## src/rtl/fetch_stage.sv

```systemverilog
// Instruction fetch stage: owns the PC, issues in-order instruction memory requests under a
// credit limit, and buffers returned words for decode. A redirect flushes buffered and in-flight work.
`timescale 1ns/1ps
module fetch_stage #(
    parameter logic [31:0] RESET_PC = 32'h0000_0000,
    parameter int unsigned DEPTH    = 2
) (
    input  logic        clk,
    input  logic        rst_n,
    output logic        imem_req_o,
    output logic [31:0] imem_addr_o,
    input  logic        imem_gnt_i,
    input  logic        imem_rvalid_i,
    input  logic [31:0] imem_rdata_i,
    input  logic        redirect_i,
    input  logic [31:0] redirect_pc_i,
    input  logic        id_ready_i,
    output logic        id_valid_o,
    output logic [31:0] id_instr_o,
    output logic [31:0] id_pc_o,
    output logic [31:0] id_pcplus4_o
);
    localparam int AW = $clog2(DEPTH);
    localparam int CW = AW + 1;

    typedef logic [CW-1:0] cnt_t;
    typedef logic [CW:0]   sum_t;

    localparam cnt_t FULL    = cnt_t'(DEPTH);
    localparam sum_t DEPTH_S = sum_t'(DEPTH);

    logic [31:0]   pc;
    logic [31:0]   tag_mem [DEPTH];
    logic [AW-1:0] tag_wr;
    logic [AW-1:0] tag_rd;
    cnt_t          outstanding;
    cnt_t          out_next;
    cnt_t          discard;

    logic [31:0]   instr_mem [DEPTH];
    logic [31:0]   pcbuf_mem [DEPTH];
    logic [AW-1:0] wr_ptr;
    logic [AW-1:0] rd_ptr;
    cnt_t          occ;

    sum_t          in_use;
    logic          grant;
    logic          push;
    logic          pop;
    logic          redirect_lsb_unused;

    // Buffered plus in-flight words never exceed DEPTH, so a response always finds a free slot.
    assign in_use      = {1'b0, occ} + {1'b0, outstanding};
    assign imem_req_o  = rst_n && !redirect_i && (in_use < DEPTH_S);
    assign imem_addr_o = pc;
    assign grant       = imem_req_o && imem_gnt_i;

    assign push       = imem_rvalid_i && (discard == '0) && !redirect_i;
    assign id_valid_o = (occ != '0) && !redirect_i;
    assign pop        = id_valid_o && id_ready_i;

    assign id_instr_o   = instr_mem[rd_ptr];
    assign id_pc_o      = pcbuf_mem[rd_ptr];
    assign id_pcplus4_o = id_pc_o + 32'd4;

    assign redirect_lsb_unused = ^redirect_pc_i[1:0];

    always_comb begin
        out_next = outstanding;
        if (grant && !imem_rvalid_i) begin
            out_next = outstanding + 1'b1;
        end else if (!grant && imem_rvalid_i) begin
            out_next = outstanding - 1'b1;
        end
    end

    // Control state: PC, in-flight bookkeeping and FIFO pointers.
    always_ff @(posedge clk or negedge rst_n) begin
        if (!rst_n) begin
            pc          <= RESET_PC;
            tag_wr      <= '0;
            tag_rd      <= '0;
            outstanding <= '0;
            discard     <= '0;
            wr_ptr      <= '0;
            rd_ptr      <= '0;
            occ         <= '0;
        end else begin
            if (grant) begin
                tag_wr <= tag_wr + 1'b1;
            end
            if (imem_rvalid_i) begin
                tag_rd <= tag_rd + 1'b1;
            end
            outstanding <= out_next;
            if (redirect_i) begin
                // Every response still owed after this cycle belongs to the old path.
                pc      <= {redirect_pc_i[31:2], 2'b00};
                discard <= out_next;
                wr_ptr  <= '0;
                rd_ptr  <= '0;
                occ     <= '0;
            end else begin
                if (grant) begin
                    pc <= pc + 32'd4;
                end
                if (imem_rvalid_i && (discard != '0)) begin
                    discard <= discard - 1'b1;
                end
                if (push) begin
                    wr_ptr <= wr_ptr + 1'b1;
                end
                if (pop) begin
                    rd_ptr <= rd_ptr + 1'b1;
                end
                case ({push, pop})
                    2'b10:   occ <= occ + 1'b1;
                    2'b01:   occ <= occ - 1'b1;
                    default: ;
                endcase
            end
        end
    end

    // Data storage: request PC tags and buffered {instr, pc}.
    always_ff @(posedge clk) begin
        if (grant) begin
            tag_mem[tag_wr] <= pc;
        end
        if (push) begin
            instr_mem[wr_ptr] <= imem_rdata_i;
            pcbuf_mem[wr_ptr] <= tag_mem[tag_rd];
        end
    end

`ifndef SYNTHESIS
    a_no_overflow: assert property (@(posedge clk) disable iff (!rst_n)
        !(push && !pop && (occ == FULL)));
    a_no_spurious_rsp: assert property (@(posedge clk) disable iff (!rst_n)
        !(imem_rvalid_i && (outstanding == '0)));
`endif

endmodule
```

## config.mk

```make
export PLATFORM = sky130hd
export DESIGN_NAME = fetch_stage
export DESIGN_NICKNAME = d
export VERILOG_FILES = /design/src/rtl/fetch_stage.sv
export SDC_FILE = /design/constraint.sdc
export NUM_CORES = 1
export LEC_CHECK = 0
export CELL_PAD_IN_SITES_DETAIL_PLACEMENT = 1
export CELL_PAD_IN_SITES_GLOBAL_PLACEMENT = 1
export CORE_MARGIN = 4
export CORE_UTILIZATION = 42
export CTS_CLUSTER_DIAMETER = 200
export DETAILED_ROUTE_END_ITERATION = 12
export GPL_ROUTABILITY_DRIVEN = 0
export PLACE_DENSITY = 0.88
export SYNTH_ARGS = -nofsm -noshare
export SYNTH_HDL_FRONTEND = slang
export SYNTH_SLANG_ARGS = --single-unit
export TNS_END_PERCENT = 100
```

## constraint.sdc

```tcl
create_clock -name clk -period 8.2 [get_ports clk]
set_clock_uncertainty 0.2 [all_clocks]
set_input_delay 1.64 -clock clk [delete_from_list [all_inputs] [get_ports clk]]
set_output_delay 1.64 -clock clk [all_outputs]
set_load 0.05 [all_outputs]
```

==> summary.md <==
| Metric | Value |
|---|---|
| Clk pwr share | `28.6%` |
| Synth cell types | `59` |
| Worst-margin pin slew | `1.12 ns` |
| Total Routing Usage GR | `about a fifth` |
| CTS tree | `done` |
| Resized cells post-CTS | `0` |
| Multi-input logic area | `roughly 3000 µm²` |
| Core ar. | `22800 µm²` |
| Internal cell power | `2330 µW` |
| Logic gate share of total power | `just under 30%` |
| CTS root buf | `clkbuf_16` |
| Clock sinks | `~220` |
| Postcts setup bufs | `0` |
| Starting Density | `between 40% and 50%` |
| TritonCTS Buffers | `23` |
| Initial antenna violation count | `0` |
| Critical Path AT | `4.32 ns` |
| Max cap viols | `0` |
| Part of the power in registers | `between 40% and 50%` |
| Htree depth | `1` |
| Die area | `between 20000 and 30000 µm²` |
| Total Wirelength | `around 25000 µm` |
| Ports | `200` |
| Cell area power density | `~270 nW/µm²` |
| Residual DRC count | `0` |
| Static Leak | `about 0.0044 µW` |
| FF+latch area | `~6500 µm²` |
| Worst reg-to-reg path cell count | `6` |
| Cells after Synth | `666` |
| Post-synth top area share | `~57%` |
| Minimum clock period | `6.16 ns` |
| Cts hold-fix bufs | `0` |
| Initial DRC count | `457` |
| Vias in the first global route | `~6700` |
| # diodes | `0` |
| WS Path Type | `reg -> out` |
| First-pass GRT wire length | `between 30000 and 40000 µm` |
| Horiz. Die Dim | `around 160 µm` |
| Area delta synth->final | `29.9%` |
| Hold crit path type | `reg -> reg` |
| Worst r2r src | `occ[0]$_DFFE_PN0P_` |
| PortBufs | `between 150 and 200` |
| Layout cell share with drive strength beyond 1 | `between 15 and 20%` |
| Sw frac | `about a third` |
| Setup violations, final | `0` |
| Synth warn | `0` |
| Total grt overflow | `0` |
| # rows | `55` |
| FILL cells | `approximately 2200` |
| Post-Syn Area | `between 9000 and 10000 µm²` |
| Crit-path max FO | `52` |
| Post-layout net count | `between 900 and 1000` |
| Top cells by area, synth | `edfxtp_1, dfrtp_1, mux2_2` |
| Crit end category | `primary output` |
| Fin crit share | `75.2%` |
| Clock buffer depth | `3` |
| Ys flop type | `edfxtp_1` |
| Worst-path clk slew | `0.06 ns` |
| Post-synth EDFFs | `~180` |
| Flop2flop setup slack | `approximately 4.7 ns` |
| Fin Setup TNS | `0 ns` |
| CP cell instances | `buf_4 -> nand4_1 -> a21oi_2 -> nand3_1 -> nor3_1 -> xnor2_1 -> clkdlybuf4s50_1` |
| Post-route worst setup slack | `approximately 2 ns` |
| Via-per-instance ratio | `about 5.3` |
| Wire per inst | `a little over 20 µm` |
| RSZ-0062 raised after global routing | `false` |
| Slew margin rel. | `between 20% and 30%` |
| Slew Limit Fails | `0` |
| Commonest non-fill, non-tap cells in the layout | `clkdlybuf4s50_1, edfxtp_1, mux2_2, nand2_1, dfrtp_1` |
| Placed cell area | `roughly 12000 µm²` |
| Die Y | `between 150 and 200 µm` |
| Max Clk Rate | `between 150 and 200 MHz` |
| Vias | `about 6300` |
| Post-synth ARST share | `17.9%` |
| Post-layout util | `between 50% and 60%` |
| Largest net degree at the start of global routing | `63` |
| Min-Delay Path Depth | `1` |
| Slowest cell on crit path | `clkdlybuf4s50_1` |
| FF-to-FF End | `tag_mem[0][22]$_DFFE_PP_` |
| Clock latency on the worst-skew pair | `around 0.51 ns` |
| Worst stage delay on the critical path | `roughly 0.85 ns` |
| Endpoints failing hold | `0` |
| Final ANT Viol Nets | `0` |
| Status | `finished clean` |
| Power Total | `roughly 3500 µW` |
| HPWL after detailed placement | `17500 µm` |
| Pre-CTS setup slack | `approximately 2.5 ns` |
| Seq cells post-synth | `224` |
| Worst VDD drop | `around 160 µV` |
| Biggest area consumer among synthesized cells | `edfxtp_1` |
| Sequential fraction of the synthesis area | `66.8%` |
| Post-Syn Area per Cell | `14.7 µm²` |
| P_sw | `1150 µW` |
| Worst endpoint required time | `6.36 ns` |
| TritonRoute pass-1 iters | `4` |
| Worst Min Path Start | `tag_rd$_DFFE_PN0P_` |
| Final Cell Area | `12700 µm²` |
| Startpoint Class | `flip-flop` |
| Worst Hold Endpoint | `tag_rd$_DFFE_PN0P_` |
| Commonest non-fill, non-tap cell in the layout | `clkdlybuf4s50_1` |
## layer usage
metal  track usage, %  wire [µm]  vias up
li1                 -          -     2930
met1             24.5      10400     3148
met2             33.0      12200      206
met3             4.44       1760       29
met4             3.75        369        0
met5                0          0        -
## critical path, delay by kind of cell (launching register included)
kind / cells / cell delay (ns)
buffers and inverters: 2 / 1.45
AND/OR/NAND/NOR: 3 / 1.08
flip-flops: 1 / 0.72
AO/OA/AOI/OAI: 1 / 0.34
XOR/XNOR: 1 / 0.17
## synth_stat cells (4+ instances only)
cell type / count
a221o_1: 5
nor2b_1: 4
nor4_1: 4
and2_1: 4
nor3_2: 4
clkbuf_1: 10
buf_2: 7
nand2b_1: 4
nand2_1: 55
mux2_2: 82
nand4_1: 12
xnor2_1: 19
edfxtp_1: 184
o311ai_0: 4
buf_4: 7
mux2i_1: 11
buf_6: 4
inv_1: 18
o311ai_1: 6
nand3_1: 23
dfrtp_1: 40
and3_1: 6
o21ai_0: 24
a31oi_1: 6
o211ai_1: 12
xor2_1: 15
nor3_1: 5
nor2_1: 30
a21oi_1: 12
nand4_2: 4
## kinds of logic (layout without fill, tap and decap cells)
| logic type | after synthesis | count (layout) | synth area share, % |
|---|---|---|---|
| compound gates | 82 | 82 | 5.79 |
| xor+xnor | 34 | 34 | 3.05 |
| fa+ha+maj | 4 | 4 | 0.590 |
| buf+inv | 49 | 258 | 2.55 |
| flops | 224 | 224 | 66.8 |
| mux | 93 | 93 | 10.6 |
| other cells | 1 | 6 | 0.0384 |
| simple gates | 179 | 179 | 10.5 |
## power by group through the flow
stage | registers (µW) | clock network [µW] | logic (µW)
3_3_place_gp | 1470 | 0 | 1010
5_1_grt | 1480 | 1080 | 1090
3_5_place_dp | 1490 | 0 | 1030
4_1_cts | 1460 | 1020 | 1040
6_report | 1460 | 996 | 1020
2_1_floorplan | 1520 | 0 | 646
## worst max path at each step
stage / from / endpoint / slack [ns]
after floorplan: redirect_i / instr_mem[1][0]$_DFFE_PP_ / 0.69
after global placement: rst_n / imem_req_o / 2.56
after detailed placement: rst_n / imem_req_o / 2.55
after CTS: rd_ptr$_DFFE_PN0P_ / id_pcplus4_o[28] / 1.99
after global routing: rd_ptr$_DFFE_PN0P_ / id_pcplus4_o[28] / 1.81
final: rd_ptr$_DFFE_PN0P_ / id_pcplus4_o[28] / 2.04
## registers in the layout, indices dropped and copies added (netlist names)
| register | count |
|---|---|
| imem_addr_o | 30 |
| instr_mem | 64 |
| tag_mem | 60 |
| pcbuf_mem | 60 |
| tag_rd | 1 |
| rd_ptr | 1 |
| outstanding | 2 |
| discard | 2 |
| tag_wr | 1 |
| wr_ptr | 1 |
| occ | 2 |
## cell type report
| class | instances | share of cell area (%) |
|---|---|---|
| timing repair buffer | 198 | 15.5 |
| clock buffer | 32 | 4.81 |
| clock inverter | 10 | 0.819 |
| sequential | 224 | 51.5 |
| multi-input combinational | 398 | 23.8 |
| tap | 313 | 3.09 |
| inverter | 18 | 0.533 |
## stage by stage
step                instances  hold WS [ns]
floorplan                 671         0.261
global placement         1151         0.268
detailed placement       1151         0.267
CTS                      1193         0.275
global route             1193         0.328
finish                   1193         0.279
Power figures use the tool's default switching activity.
